[src/rtl/uart_pkg.sv]
// rtl/uart_pkg.sv - shared UART state encoding and framing constants
package uart_pkg;

    typedef enum logic [2:0] {
        IDLE  = 3'd0,
        REQ   = 3'd1,
        LOAD  = 3'd2,
        START = 3'd3,
        DATA  = 3'd4,
        STOP  = 3'd5
    } uart_state_t;

    localparam int DATA_BITS            = 8;
    localparam int DEFAULT_CLKS_PER_BIT = 434;

endpackage

[src/rtl/uart_baud_tick.sv]
// rtl/uart_baud_tick.sv - bit-period divider producing a one-cycle tick
module uart_baud_tick
    import uart_pkg::*;
#(
    parameter int CLKS_PER_BIT = DEFAULT_CLKS_PER_BIT
) (
    input  logic clock,
    input  logic reset,
    input  logic clear,
    output logic tick
);

    localparam int W = (CLKS_PER_BIT > 1) ? $clog2(CLKS_PER_BIT) : 1;
    localparam logic [W-1:0] LAST = W'(CLKS_PER_BIT - 1);

    logic [W-1:0] count;

    assign tick = (count == LAST);

    // Count 0..CLKS_PER_BIT-1 and wrap; clear restarts the bit period from zero
    always_ff @(posedge clock or posedge reset) begin
        if (reset) begin
            count <= '0;
        end else if (clear || tick) begin
            count <= '0;
        end else begin
            count <= count + W'(1);
        end
    end

endmodule

[src/rtl/fifo_uart_tx.sv]
// rtl/fifo_uart_tx.sv - drains the byte FIFO and emits 8N1 frames on tx
module fifo_uart_tx
    import uart_pkg::*;
#(
    parameter int CLKS_PER_BIT = DEFAULT_CLKS_PER_BIT
) (
    input  logic       clock,
    input  logic       reset,
    input  logic       empty,
    input  logic [7:0] fifo_data,
    output logic       read,
    output logic       tx,
    output logic       busy
);

    uart_state_t          state, state_next;
    logic [DATA_BITS-1:0] shift_reg, shift_next;
    logic [2:0]           bit_idx, bit_idx_next;
    logic                 tx_next;
    logic                 tick;
    logic                 clear;

    // Every state change starts a fresh bit period
    assign clear = (state_next != state);

    uart_baud_tick #(
        .CLKS_PER_BIT(CLKS_PER_BIT)
    ) u_baud (
        .clock(clock),
        .reset(reset),
        .clear(clear),
        .tick (tick)
    );

    // Strobes decode from the state register only, so they are clean through reset
    assign read = (state == REQ);
    assign busy = (state != IDLE);

    // State, shift register, bit index and the registered line output
    always_ff @(posedge clock or posedge reset) begin
        if (reset) begin
            state     <= IDLE;
            shift_reg <= 8'h00;
            bit_idx   <= 3'd0;
            tx        <= 1'b1;
        end else begin
            state     <= state_next;
            shift_reg <= shift_next;
            bit_idx   <= bit_idx_next;
            tx        <= tx_next;
        end
    end

    // Next-state sequencing; tx is computed from the next state so it flips on the entering edge
    always_comb begin
        state_next   = state;
        shift_next   = shift_reg;
        bit_idx_next = bit_idx;
        case (state)
            IDLE:  if (!empty) state_next = REQ;
            REQ:   state_next = LOAD;
            LOAD: begin
                // FIFO dataout is valid only in this cycle; it clears on the same edge
                shift_next = fifo_data;
                state_next = START;
            end
            START: if (tick) state_next = DATA;
            DATA: begin
                if (tick) begin
                    shift_next   = shift_reg >> 1;
                    bit_idx_next = bit_idx + 3'd1;
                    if (bit_idx == 3'(DATA_BITS - 1)) state_next = STOP;
                end
            end
            STOP:  if (tick) state_next = IDLE;
            default: state_next = IDLE;
        endcase

        case (state_next)
            START:   tx_next = 1'b0;
            DATA:    tx_next = shift_next[0];
            default: tx_next = 1'b1;
        endcase
    end

endmodule
[config.mk]
export PLATFORM = sky130hd
export DESIGN_NAME = fifo_uart_tx
export DESIGN_NICKNAME = d
export VERILOG_FILES = /design/src/rtl/uart_pkg.sv /design/src/rtl/uart_baud_tick.sv /design/src/rtl/fifo_uart_tx.sv
export SDC_FILE = /design/constraint.sdc
export NUM_CORES = 1
export LEC_CHECK = 0
export ABC_AREA = 1
export CAP_MARGIN = 20
export CORE_MARGIN = 1.5
export CORE_UTILIZATION = 40
export CTS_CLUSTER_DIAMETER = 30
export CTS_CLUSTER_SIZE = 12
export DETAILED_ROUTE_END_ITERATION = 7
export GPL_TIMING_DRIVEN = 0
export SLEW_MARGIN = 20
export SYNTH_ARGS = -nofsm -noshare
export SYNTH_HDL_FRONTEND = slang
export SYNTH_HIERARCHICAL = 1
export SYNTH_SLANG_ARGS = --single-unit
[constraint.sdc]
create_clock -name clock -period 2.1 [get_ports clock]
set_input_delay 0.42 -clock clock [delete_from_list [all_inputs] [get_ports clock]]
set_output_delay 0.42 -clock clock [all_outputs]
set_load 0.005 [all_outputs]
# --- Word level (Yosys, flattened, before mapping) ---
# Index checks and enable logic that the tools add are counted.
totals:
  out_inout_bits: 3
  input_bits: 11
  ff_bits: 24
classes:
  reduce_logical: 6
  eq_ne: 11
  n_addsub: 2
  muxes: 10
ops:
  columns: ["operator", "n"]
  rows:
  - ["$pmux 3 s6", 1]
  - ["$pmux 8 s2", 1]
  - ["$mux 3", 5]
  - ["$eq 3x3->1 const B", 4]
  - ["$add 9x1->9 const B", 1]
  - ["$eq 3x2->1 const B", 3]
  - ["$eq 9x9->1 const B", 1]
  - ["$mux 9", 1]
  - ["$mux 8", 1]
  - ["$reduce_and 2->1", 2]
  - ["$add 3x1->3 const B", 1]
  - ["$eq 3x1->1 const B", 1]
  - ["$logic_not 3->1", 1]
  - ["$ne 3x3->1", 1]
  - ["$reduce_bool 3->1", 1]
  - ["$ne 2x1->1 const B", 1]
  - ["$pmux 1 s2", 1]
  - ["$reduce_bool 2->1", 1]
  - ["$logic_or 1x1->1", 1]

# --- Depth between registers and ports, before layout ---
logic_depth:
  word_depth: 7
  mapped_depth: 14

# --- Cells and area by module ---
# The synthesis kept the hierarchy.
by_module_without_submodules:
  columns: ["mod", "seq_area_each_um2", "n_inst", "area_per_inst_um2", "cells_each"]
  rows:
  - ["fifo_uart_tx", 376.6, 1, 753.2, 98]
  - ["uart_baud_tick", 225.2, 1, 506.7, 69]

# --- Worst setup path after synthesis ---
# No wires, ideal clock.
synth_timing:
  kind: "flip-flop to flip-flop"
  start: "register u_baud.count[0]"
  end: "register u_baud.count[3]"
  stages_incl_launch_ff: 14
  slack_ps: 373
  arrival_ps: 1605
  path_buffers: 0
  setup_time_ps: 121
  path_cell_list: "dfrtp_1 -> ha_1 -> nand2_1 -> nor2_1 -> nand2_1 -> inv_1 -> nand2_1 -> nand3_1 -> nand3_1 -> nor2_2 -> o21ai_0 -> inv_1 -> nand2_2 -> nor2_1"
synth_via:
  elab_chain_len: 6
  word_cells_on_any_way: 9
synth_lines:
  columns: ["item", "line", "rtl"]
  rows:
  - ["start, declared", "uart_baud_tick.sv:16", "logic [W-1:0] count;"]
  - ["start signal, assigned", "uart_baud_tick.sv:27", "count <= count + W'(1);"]
  - ["$eq 9x9->1 (*)", "uart_baud_tick.sv:18", "assign tick = (count == LAST);"]
  - ["via tick", "fifo_uart_tx.sv:20", "logic tick;"]
  - ["$mux 3 (on tied branches)", "fifo_uart_tx.sv:75, fifo_uart_tx.sv:67, fifo_uart_tx.sv:69", null]
  - ["$pmux 3 s6 (*)", "fifo_uart_tx.sv:59", "case (state)"]
  - ["$ne 3x3->1 (*)", "fifo_uart_tx.sv:24", "assign clear = (state_next != state);"]
  - ["via clear", "fifo_uart_tx.sv:21", "logic clear;"]
  - ["$logic_or 1x1->1 (*)", "uart_baud_tick.sv:24", "end else if (clear || tick) begin"]
  - ["$mux 9 (*)", "uart_baud_tick.sv:24", null]
# Mark *: on every way through the listed nets, which the timed path passes. The rest lies on a longest branch.
# A chain may end at the register's enable or synchronous reset.

# --- Worst setup path after layout ---
layout_timing:
  start: "register state[1]"
  end: "output read"
layout_via:
  elab_chain_len: 1
layout_lines:
  columns: ["item", "line", "rtl"]
  rows:
  - ["start, declared", "fifo_uart_tx.sv:16", "uart_state_t state, state_next;"]
  - ["start signal, assigned", "fifo_uart_tx.sv:47", "state <= state_next;"]
  - ["$eq 3x1->1", "fifo_uart_tx.sv:36", "assign read = (state == REQ);"]
  - ["end, declared", "fifo_uart_tx.sv:11", "output logic read,"]
# No other way between the ends.

==> impl_results.html <==
<table>
<tr><th>Metric</th><th>Value</th></tr>
<tr><th colspan="2">Detailed routing</th></tr>
<tr><td>Via density per instance</td><td>4.58</td></tr>
<tr><td>Final routed wirelength across all metal layers</td><td>2.42 mm</td></tr>
<tr><td>Residual antenna-violating net count after detailed routing</td><td>0</td></tr>
<tr><td>Number of DRC markers in iteration 0</td><td>40</td></tr>
<tr><td>Router iterations before antenna repair</td><td>4</td></tr>
<tr><td>Routed wire per std cell</td><td>10.4 um</td></tr>
<tr><td>Post-detailed-route DRC marker count</td><td>0</td></tr>
<tr><td>Total via count after detailed routing</td><td>1068</td></tr>
<tr><th colspan="2">Logic synthesis</th></tr>
<tr><td>Synthesized area per cell</td><td>7.54 um^2</td></tr>
<tr><td>Syn Nets</td><td>182</td></tr>
<tr><td>Count of different cell masters after synthesis</td><td>18</td></tr>
<tr><td>Register bit total from synthesis</td><td>24</td></tr>
<tr><td>Portion of the post-synthesis area used by sequential elements</td><td>47.8%</td></tr>
<tr><td>Gate count after technology mapping</td><td>167</td></tr>
<tr><td>Yosys warns</td><td>6</td></tr>
<tr><td>Synth Cell Area</td><td>1260 um^2</td></tr>
<tr><th colspan="2">GRT</th></tr>
<tr><td>Leftover overflow at the end of global routing</td><td>0</td></tr>
<tr><td>First-pass GRT wire length</td><td>3.97 mm</td></tr>
<tr><td>Number of global-route vias before repair</td><td>958</td></tr>
<tr><td>Total global routing track utilization</td><td>15.1%</td></tr>
<tr><td>Largest net degree at the start of global routing</td><td>16</td></tr>
<tr><td>Antenna violations before repair</td><td>0</td></tr>
<tr><th colspan="2">Timing</th></tr>
<tr><td>Fin crit period</td><td>2.02 ns</td></tr>
<tr><td>RSZ-0062 raised after global routing</td><td>no</td></tr>
<tr><td>Number of hold violations in the final report</td><td>0</td></tr>
<tr><td>Aggregate negative setup slack</td><td>0 ns</td></tr>
<tr><td>Worst-case setup margin in the final layout</td><td>0.0848 ns</td></tr>
<tr><td>Highest clock rate</td><td>496 MHz</td></tr>
<tr><td>Post-route fraction of the period consumed by the critical path</td><td>96.0%</td></tr>
<tr><td>Slew @ Worst Pin</td><td>0.587 ns</td></tr>
<tr><td>Max-Slew Margin vs Limit</td><td>60.9%</td></tr>
<tr><td>Pins Over Slew Limit</td><td>0</td></tr>
<tr><td>Setup Skew</td><td>0.0101 ns</td></tr>
<tr><td>Setup violations, final</td><td>0</td></tr>
<tr><th colspan="2">Critical path</th></tr>
<tr><td>Kind of start point of the critical path</td><td>flop</td></tr>
<tr><td>Peak fanout along the critical path</td><td>6</td></tr>
<tr><td>Slowest stage cell on the critical path</td><td>sky130_fd_sc_hd__clkdlybuf4s50_1</td></tr>
<tr><td>CP Launch Point</td><td>state[1]$_DFF_PP0_</td></tr>
<tr><td>CP Capture Type</td><td>primary output</td></tr>
<tr><td>Startpoint of the worst register-to-register path</td><td>u_baud/count[1]$_DFF_PP0_</td></tr>
<tr><td>Class of the most critical setup path</td><td>flop to primary output</td></tr>
<tr><td>Cell Chain, Critical Path</td><td>nor2_2, nand2_1, inv_1, clkdlybuf4s50_1</td></tr>
<tr><td>Required time worst endpoint</td><td>1.68 ns</td></tr>
<tr><td>Signal arrival time at the worst endpoint</td><td>1.60 ns</td></tr>
<tr><td>Critical Path Max Stage Delay</td><td>0.50 ns</td></tr>
<tr><td>Slack of the worst reg-to-reg path</td><td>0.20 ns</td></tr>
<tr><td>R2r worst-path depth</td><td>14</td></tr>
<tr><td>Endpoint of the lowest-slack register-to-register path</td><td>u_baud/count[5]$_DFF_PP0_</td></tr>
<tr><th colspan="2">Run</th></tr>
<tr><td>Number of max-capacitance violations reported</td><td>0</td></tr>
<tr><th colspan="2">Clocking</th></tr>
<tr><td>Maximum buffer depth of the clock tree</td><td>2</td></tr>
<tr><td>Clock tree from TritonCTS</td><td>yes</td></tr>
<tr><td>Clock network latency to the later pin of the worst-skew pair</td><td>0.32 ns</td></tr>
<tr><td>Clock Sink Count</td><td>24</td></tr>
<tr><td>Clk slew on worst S/H paths</td><td>0.14 ns</td></tr>
<tr><td>Clock root cell</td><td>sky130_fd_sc_hd__clkbuf_4</td></tr>
<tr><td># H-tree levels</td><td>1</td></tr>
<tr><td>Clock buffer count from CTS</td><td>3</td></tr>
<tr><th colspan="2">Floorplan</th></tr>
<tr><td>Die area</td><td>3500 um^2</td></tr>
<tr><td>Core Region</td><td>3030 um^2</td></tr>
<tr><td>Starting Density</td><td>41.6%</td></tr>
<tr><td>Die X</td><td>59.1 um</td></tr>
<tr><td>Chip Height</td><td>59.1 um</td></tr>
<tr><td>I/O pins</td><td>14</td></tr>
<tr><td>Standard-cell row count</td><td>20</td></tr>
<tr><th colspan="2">Final layout</th></tr>
<tr><td>Flip-flop count of the largest register, all copies and words added</td><td>9</td></tr>
<tr><td>Final-stage net count</td><td>205</td></tr>
<tr><td>Layout cells sized above 1</td><td>16.9%</td></tr>
<tr><td>Ant. Diodes</td><td>0</td></tr>
<tr><td>Post-route core utilization</td><td>51.5%</td></tr>
<tr><td>Number of fill cells</td><td>290</td></tr>
<tr><td>Syn-to-layout area delta</td><td>23.7%</td></tr>
<tr><th colspan="2">Pwr</th></tr>
<tr><td>Leakage</td><td>0.819 nW</td></tr>
<tr><td>Max VDD drop</td><td>0.000370 V</td></tr>
<tr><td>Power density over cell area</td><td>546 nW/um^2</td></tr>
<tr><th colspan="2">Placement</th></tr>
<tr><td>Routability congestion estimate</td><td>0.835</td></tr>
<tr><td>IO buf count</td><td>13</td></tr>
<tr><td>Worst setup timing slack at the placement stage</td><td>0.0508 ns</td></tr>
<tr><td>HPWL after detailed placement</td><td>1.73 mm</td></tr>
<tr><th colspan="2">Run status</th></tr>
<tr><td>Outcome</td><td>completed</td></tr>
<tr><th colspan="2">Worst hold path</th></tr>
<tr><td>Worst Hold Class</td><td>primary input to async pin</td></tr>
</table>
-- power by group --
part           leakage, nW  switching, mW  internal (mW)
sequential           0.278        0.00423          0.470
clock               0.0279          0.147          0.193
combinational        0.513         0.0161         0.0209
total                0.819          0.167          0.684
-- layout make-up --
type / count / area (um^2) / share of cell area, %
timing repair buffer: 18 / 168 / 10.8
clock inverter: 1 / 30.0 / 1.93
clock buffer: 3 / 22.5 / 1.44
tap: 44 / 55.1 / 3.53
inverter: 26 / 97.6 / 6.26
multi-input combinational: 117 / 581 / 37.2
sequential: 24 / 606 / 38.8
-- layout by cell type, fill, tap and decap left out --
cell and instances:
sky130_fd_sc_hd__a21oi_1 2, sky130_fd_sc_hd__dfrtp_2 3, sky130_fd_sc_hd__inv_2 6, sky130_fd_sc_hd__nand2_1 57, sky130_fd_sc_hd__nor2_2 5, sky130_fd_sc_hd__nand3_2 1, sky130_fd_sc_hd__nand2_2 3, sky130_fd_sc_hd__a211oi_1 1
sky130_fd_sc_hd__a22o_1 1, sky130_fd_sc_hd__nor2_4 2, sky130_fd_sc_hd__xor2_1 1, sky130_fd_sc_hd__inv_1 20, sky130_fd_sc_hd__nor2_1 18, sky130_fd_sc_hd__dfrtp_1 20, sky130_fd_sc_hd__xnor2_1 3, sky130_fd_sc_hd__clkbuf_4 3
sky130_fd_sc_hd__bufinv_16 1, sky130_fd_sc_hd__a21oi_2 1, sky130_fd_sc_hd__ha_1 4, sky130_fd_sc_hd__buf_4 5, sky130_fd_sc_hd__nand3_1 15, sky130_fd_sc_hd__dfstp_2 1, sky130_fd_sc_hd__nand2_4 1, sky130_fd_sc_hd__o21ai_0 2
sky130_fd_sc_hd__clkdlybuf4s50_1 13
-- worst max-delay path: cells and delay by family (launching register included) --
kind	cells	cell delay, ns
buffers and inverters	2	0.58
AND/OR/NAND/NOR	2	0.21
flip-flops	1	0.47
-- layer usage --
| metal | part of all wire [%] | global-route usage (%) | vias to the layer above |
|---|---|---|---|
| met3 | 4.9 | 5.02 | 4 |
| met5 | 0 | 0 | - |
| met1 | 47 | 19.4 | 496 |
| met4 | 1.2 | 4.55 | 0 |
| li1 | - | - | 552 |
| met2 | 47 | 24.0 | 16 |
-- how the worst max path moves through the flow --
stage,endpoint,slack (ns),cells past startpoint
after CTS,u_baud/count[5]$_DFF_PP0_,0.02,13
after global routing,read,0.006,5
after detailed placement,u_baud/count[5]$_DFF_PP0_,0.05,13
after floorplan,u_baud/count[3]$_DFF_PP0_,0.37,13
final,read,0.08,4
after global placement,u_baud/count[4]$_DFF_PP0_,0.10,13
-- repair_timing --
item | CTS | global route
resized for setup | 1 | 9
pin swaps | 0 | 1
setup endpoints to repair | 1 | 10
hold buffers | 0 | 0
buffers inserted | 0 | 5
-- stage by stage --
stage	area, um^2	std cells	hold WS (ns)	power [mW]
floorplan	1260	167	0.248	0.497
global placement	1450	224	0.465	0.520
detailed placement	1450	224	0.469	0.521
CTS	1500	228	0.376	0.860
global route	1560	233	0.403	0.888
finish	1560	233	0.366	0.851
-- Yosys cell counts, drive strengths merged --
master  count  area share (%)
nor2       25             9.0
nand2      61              19
dfrtp      23              46
ha          4             4.0
dfstp       1             2.1
a21oi       3             1.5
a211oi      1            0.60
xnor2       3             2.1
xor2        1            0.70
inv        26             7.7
nand3      16             6.4
o21ai       2            0.79
a22o        1            0.70
-- cell families after synthesis --
family	synth area share (%)
and+or+nand+nor	34.2
buffers and inverters	7.75
DFF	47.8
AOI/OAI and AO/OA	3.58
xor gates and xnor gates	2.78
adders and majority gates	3.97
Note: power is estimated with default switching activity, not from simulation.
